## src/rtl/axi_resp_pkg.sv

```systemverilog
// AXI response encodings shared by the write-response path.
package axi_resp_pkg;

  typedef logic [1:0] resp_t;

  localparam resp_t RESP_OKAY   = 2'b00;
  localparam resp_t RESP_EXOKAY = 2'b01;
  localparam resp_t RESP_SLVERR = 2'b10;
  localparam resp_t RESP_DECERR = 2'b11;

endpackage

```

## src/rtl/write_response_fifo.sv

```systemverilog
// Synchronous FIFO with registered occupancy count; a push into a full queue
// is only accepted when the same edge pops.
module write_response_fifo #(
  parameter int unsigned WIDTH = 1,
  parameter int unsigned DEPTH = 8
) (
  input  logic                         clk,
  input  logic                         i_reset,
  input  logic                         push,
  input  logic [WIDTH-1:0]             push_data,
  input  logic                         pop,
  output logic [WIDTH-1:0]             head,
  output logic                         empty,
  output logic                         full,
  output logic [$clog2(DEPTH+1)-1:0]   count
);

  localparam int unsigned PtrW = $clog2(DEPTH);
  localparam int unsigned CntW = $clog2(DEPTH+1);

  logic [WIDTH-1:0] mem_q [DEPTH];
  logic [PtrW-1:0]  wr_ptr_q, wr_ptr_d;
  logic [PtrW-1:0]  rd_ptr_q, rd_ptr_d;
  logic [CntW-1:0]  count_q, count_d;
  logic             push_ok;
  logic             pop_ok;

  assign empty   = (count_q == '0);
  assign full    = (count_q == CntW'(DEPTH));
  assign count   = count_q;
  assign head    = mem_q[rd_ptr_q];
  assign pop_ok  = pop && !empty;
  assign push_ok = push && (!full || pop_ok);

  // Pointer width equals log2(DEPTH), so plain increment wraps modulo DEPTH.
  always_comb begin
    wr_ptr_d = wr_ptr_q;
    rd_ptr_d = rd_ptr_q;
    if (push_ok) wr_ptr_d = wr_ptr_q + PtrW'(1);
    if (pop_ok)  rd_ptr_d = rd_ptr_q + PtrW'(1);
    count_d = count_q + CntW'(push_ok) - CntW'(pop_ok);
  end

  always_ff @(posedge clk or negedge i_reset) begin
    if (!i_reset) begin
      wr_ptr_q <= '0;
      rd_ptr_q <= '0;
      count_q  <= '0;
    end else begin
      wr_ptr_q <= wr_ptr_d;
      rd_ptr_q <= rd_ptr_d;
      count_q  <= count_d;
    end
  end

  always_ff @(posedge clk) begin
    if (push_ok) mem_q[wr_ptr_q] <= push_data;
  end

endmodule

```

## src/rtl/axi_write_response_queue.sv

```systemverilog
// AXI4 slave B-channel generator: pairs queued AW IDs with completed W bursts
// in order and presents one registered B response per pair.
module axi_write_response_queue
  import axi_resp_pkg::*;
#(
  parameter int unsigned ID_WIDTH = 4,
  parameter int unsigned DEPTH    = 8,
  parameter resp_t       ERR_RESP = RESP_SLVERR
) (
  input  logic                         clk,
  input  logic                         i_reset,
  input  logic                         i_aw_fire,
  input  logic [ID_WIDTH-1:0]          i_aw_id,
  input  logic                         i_wlast_fire,
  input  logic                         i_w_err,
  input  logic                         i_bready,
  output logic                         o_bvalid,
  output logic [ID_WIDTH-1:0]          o_bid,
  output resp_t                        o_bresp,
  output logic                         o_aw_ready,
  output logic                         o_w_ready,
  output logic [$clog2(DEPTH+1)-1:0]   o_pending,
  output logic                         o_overflow
);

  localparam int unsigned CntW = $clog2(DEPTH+1);

  logic [ID_WIDTH-1:0] aw_head;
  logic                aw_empty, aw_full;
  logic [CntW-1:0]     aw_count;
  logic                w_head;
  logic                w_empty, w_full;
  logic [CntW-1:0]     w_count;
  logic                unused_w_count;

  logic                pop;
  logic                bvalid_q, bvalid_d;
  logic [ID_WIDTH-1:0] bid_q, bid_d;
  resp_t               bresp_q, bresp_d;
  logic                overflow_q, overflow_d;

  write_response_fifo #(
    .WIDTH (ID_WIDTH),
    .DEPTH (DEPTH)
  ) u_aw_fifo (
    .clk       (clk),
    .i_reset   (i_reset),
    .push      (i_aw_fire),
    .push_data (i_aw_id),
    .pop       (pop),
    .head      (aw_head),
    .empty     (aw_empty),
    .full      (aw_full),
    .count     (aw_count)
  );

  write_response_fifo #(
    .WIDTH (1),
    .DEPTH (DEPTH)
  ) u_w_fifo (
    .clk       (clk),
    .i_reset   (i_reset),
    .push      (i_wlast_fire),
    .push_data (i_w_err),
    .pop       (pop),
    .head      (w_head),
    .empty     (w_empty),
    .full      (w_full),
    .count     (w_count)
  );

  assign unused_w_count = ^w_count;

  // The output slot is free when empty or being drained this cycle.
  assign pop = !aw_empty && !w_empty && (!bvalid_q || i_bready);

  always_comb begin
    bvalid_d   = bvalid_q;
    bid_d      = bid_q;
    bresp_d    = bresp_q;
    overflow_d = overflow_q;
    if (pop) begin
      bvalid_d = 1'b1;
      bid_d    = aw_head;
      bresp_d  = w_head ? ERR_RESP : RESP_OKAY;
    end else if (bvalid_q && i_bready) begin
      bvalid_d = 1'b0;
    end
    if ((i_aw_fire && aw_full && !pop) || (i_wlast_fire && w_full && !pop)) begin
      overflow_d = 1'b1;
    end
  end

  always_ff @(posedge clk or negedge i_reset) begin
    if (!i_reset) begin
      bvalid_q   <= 1'b0;
      bid_q      <= '0;
      bresp_q    <= RESP_OKAY;
      overflow_q <= 1'b0;
    end else begin
      bvalid_q   <= bvalid_d;
      bid_q      <= bid_d;
      bresp_q    <= bresp_d;
      overflow_q <= overflow_d;
    end
  end

  assign o_bvalid   = bvalid_q;
  assign o_bid      = bid_q;
  assign o_bresp    = bresp_q;
  assign o_overflow = overflow_q;
  assign o_aw_ready = !aw_full;
  assign o_w_ready  = !w_full;
  assign o_pending  = aw_count + CntW'(bvalid_q);

endmodule
```

## config.mk

```make
export PLATFORM = sky130hd
export DESIGN_NAME = axi_write_response_queue
export DESIGN_NICKNAME = d
export VERILOG_FILES = /design/src/rtl/axi_resp_pkg.sv /design/src/rtl/write_response_fifo.sv /design/src/rtl/axi_write_response_queue.sv
export SDC_FILE = /design/constraint.sdc
export NUM_CORES = 1
export LEC_CHECK = 0
export ABC_AREA = 1
export CAP_MARGIN = 20
export CORE_MARGIN = 2
export CORE_UTILIZATION = 50
export DETAILED_ROUTE_END_ITERATION = 8
export DONT_BUFFER_PORTS = 1
export HOLD_SLACK_MARGIN = 0.12
export PLACE_DENSITY = 0.76
export SYNTH_ARGS = -nofsm -noshare
export SYNTH_HDL_FRONTEND = slang
export SYNTH_HIERARCHICAL = 1
export SYNTH_SLANG_ARGS = --single-unit
```

## constraint.sdc

```tcl
create_clock -name clk -period 3.36 [get_ports clk]
set_input_delay 1.008 -clock clk [delete_from_list [all_inputs] [get_ports clk]]
set_output_delay 1.008 -clock clk [all_outputs]
set_load 0.05 [all_outputs]
```

==> flow_summary.json <==
{
  "cts_tree": "yes",
  "vias": 2161,
  "die_area_mm2": 0.007302,
  "syn_inst": 331,
  "syn_avg_cell_area_um2": 10.02,
  "fin_crit_ps": 2876,
  "worst_slew_pin_slew_ps": 630.1,
  "slowest_stage": "dfrtp_1",
  "synthesis.nets": 359,
  "path_class": "reg2out",
  "postCtsHoldBufs": 0,
  "wl_per_cell_um": 13.57,
  "slew_headroom_pct": 58.00,
  "clock_latency_ps": 340,
  "ff2ff_path_depth": 15,
  "rows": 29,
  "drtIter0Drc": 111,
  "clock.fmax_ghz": 0.3477,
  "routed_wl_um": 5673,
  "synth_seq_area_share_pct": 56.58,
  "post-route-util_pct": 56.56,
  "ant_nets": 0,
  "die_width_um": 85.45,
  "ys_seq_elements": 67,
  "pre_cts_ws_ps": 597.3,
  "drc": 0,
  "cts_root_buffer": "clkbuf_8",
  "drt_pass1_iterations": 4,
  "power_uw": 3716,
  "path_cells": "ha_1 -> ha_1",
  "syn2layout_area_growth_pct": 8.902,
  "pwr_density_cell_mw_per_mm2": 1029,
  "synthDistinctLibCells": 24,
  "critPathLaunch": "o_bvalid",
  "drive_gt1_share_pct": 9.971,
  "grt_setup_unrepaired": "no",
  "mostFrequentLayoutCell": "nand2_1",
  "grt-ovfl-total": 0,
  "cp-start-kind": "register",
  "required_ps": 2350,
  "setup_tns_ps": 0,
  "placed_area_mm2": 0.003381,
  "fin_worst_skew_ps": 10.56,
  "antenna_cells": 0,
  "cp_common_cell": "ha_1",
  "r2r_slack_ps": 650,
  "cts-htree-levels": 3,
  "crit_end": "o_pending[1]",
  "path_clk_slew_ps": 70,
  "grt_pass1_wl_um": 9370,
  "vias_per_cell": 5.170,
  "numCtsBuffers": 9,
  "power_leakage_uw": 0.001634,
  "yosysWarnings": 6,
  "vdd_drop_max_mv": 0.7614,
  "cts.sinks": 67,
  "critical_path.max_fanout": 3,
  "grt_pass1_vias": 2011,
  "setup_ws_ps": 484.1,
  "max_stage_delay_ps": 600,
  "cts_buffer_depth": 2,
  "design.core.area_mm2": 0.006386,
  "cts_setup_buffers": 0,
  "period_share_pct": 85.59,
  "cap_violations": 0,
  "min_path_type": "in2async",
  "floorplan.initialDensity_pct": 51.94,
  "final_cell_mix": "nand2_1, edfxtp_1, nor2_1, inv_1, dfrtp_1",
  "setup_violations": 0,
  "finalInstanceArea_mm2": 0.003612,
  "dp_hpwl_um": 4055,
  "slew_viol_final": 0,
  "antenna_found_initial": 0,
  "reg2reg_from": "u_aw_fifo/count[2]",
  "grt_max_degree": 28,
  "die_height_um": 85.45,
  "r2r_end": "u_w_fifo/count[1]",
  "io_pins": 24,
  "port-buffer-count": 0,
  "routabilityCongestion": 0.8084,
  "hold_violations": 0,
  "crit_path_end_kind": "output pin",
  "ctsResizeCount": 0,
  "netlist_area_mm2": 0.003317,
  "worstPathArrival_ps": 1870,
  "layout.nets": 364,
  "grt_usage_pct": 17.02,
  "status": "complete, no violations"
}
==> metrics by stage <==
step           cells  hold WS, ps
2_1_floorplan    331        531.8
3_3_place_gp     402        547.0
3_5_place_dp     402        559.7
4_1_cts          418        334.6
5_1_grt          418        334.9
6_report         418        351.6
==> critical path, delay by kind of cell, from the launching register on <==
kind / cells / cell delay [ps]
adder cells (fa/ha/maj): 2 / 920
flip-flops: 1 / 600
==> sequential cells by signal, summed over array words and instances (netlist names) <==
name / cells
u_w_fifo/mem_q: 8
u_aw_fifo/rd_ptr_q: 3
o_bvalid: 1
u_w_fifo/count: 4
u_w_fifo/rd_ptr_q: 3
u_w_fifo/wr_ptr_q: 3
o_bid: 4
u_aw_fifo/count: 4
u_aw_fifo/wr_ptr_q: 3
o_bresp: 1
u_aw_fifo/mem_q: 32
o_overflow: 1
==> layout make-up <==
cell class | instances | area, um^2
flip-flops and latches | 67 | 1877
repair buffers | 1 | 7.507
inverters | 37 | 138.9
multi-input cells | 220 | 1261
fillers | 536 | 2774
clock inverters | 6 | 103.9
clock buffers | 10 | 127.6
well taps | 77 | 96.34
==> metal layers <==
layer	share of wire, %	vias to the layer above	track usage [%]
li1	-	1081	-
met2	46	59	26.42
met1	46	1005	21.29
met3	5.9	16	5.156
met5	0	-	0
met4	2.8	0	9.380
==> power by group <==
group,internal (uW),switching (uW)
Clock,488,296
Combinational,530,901
Sequential,1110,395
Total,2120,1590
==> how the worst min path moves through the flow <==
stage,end,from
final,u_w_fifo/wr_ptr_q[0],i_reset
after global routing,u_w_fifo/wr_ptr_q[0],i_reset
after CTS,u_aw_fifo/rd_ptr_q[1],i_reset
after detailed placement,u_w_fifo/rd_ptr_q[2],u_w_fifo/rd_ptr_q[2]
after global placement,u_w_fifo/rd_ptr_q[2],u_w_fifo/rd_ptr_q[2]
after floorplan,u_w_fifo/rd_ptr_q[2],u_w_fifo/rd_ptr_q[2]
==> logic make-up after synthesis <==
logic type / count (synthesis) / synth area share, %
AOI/OAI and AO/OA: 24 / 3.999
and+or+nand+nor: 166 / 23.76
buffers and inverters: 44 / 5.394
DFF: 67 / 56.58
xor gates and xnor gates: 11 / 2.904
adders and majority gates: 18 / 7.243
other: 1 / 0.1131
==> synthesized netlist by cell type <==
cell / count / area, um^2
nand3_4: 2 / 35.03
conb_1: 1 / 3.750
nor2_2: 2 / 12.51
o21ai_0: 15 / 75.07
a21oi_1: 4 / 20.02
nand3_1: 22 / 110.1
dfrtp_1: 27 / 675.7
buf_4: 2 / 15.01
nand2_4: 8 / 90.09
xnor2_1: 4 / 35.03
nor2_1: 37 / 138.9
xor2_1: 7 / 61.31
edfxtp_1: 40 / 1201
o211ai_1: 5 / 37.54
nand2_1: 89 / 334.1
inv_2: 2 / 7.510
nand2_2: 2 / 12.51
nor2_4: 1 / 11.26
ha_1: 16 / 200.2
buf_2: 5 / 25.02
nand4_1: 1 / 6.260
nor3b_4: 2 / 37.54
fa_1: 2 / 40.04
inv_1: 35 / 131.4
Note: power is estimated with default switching activity, not from simulation.
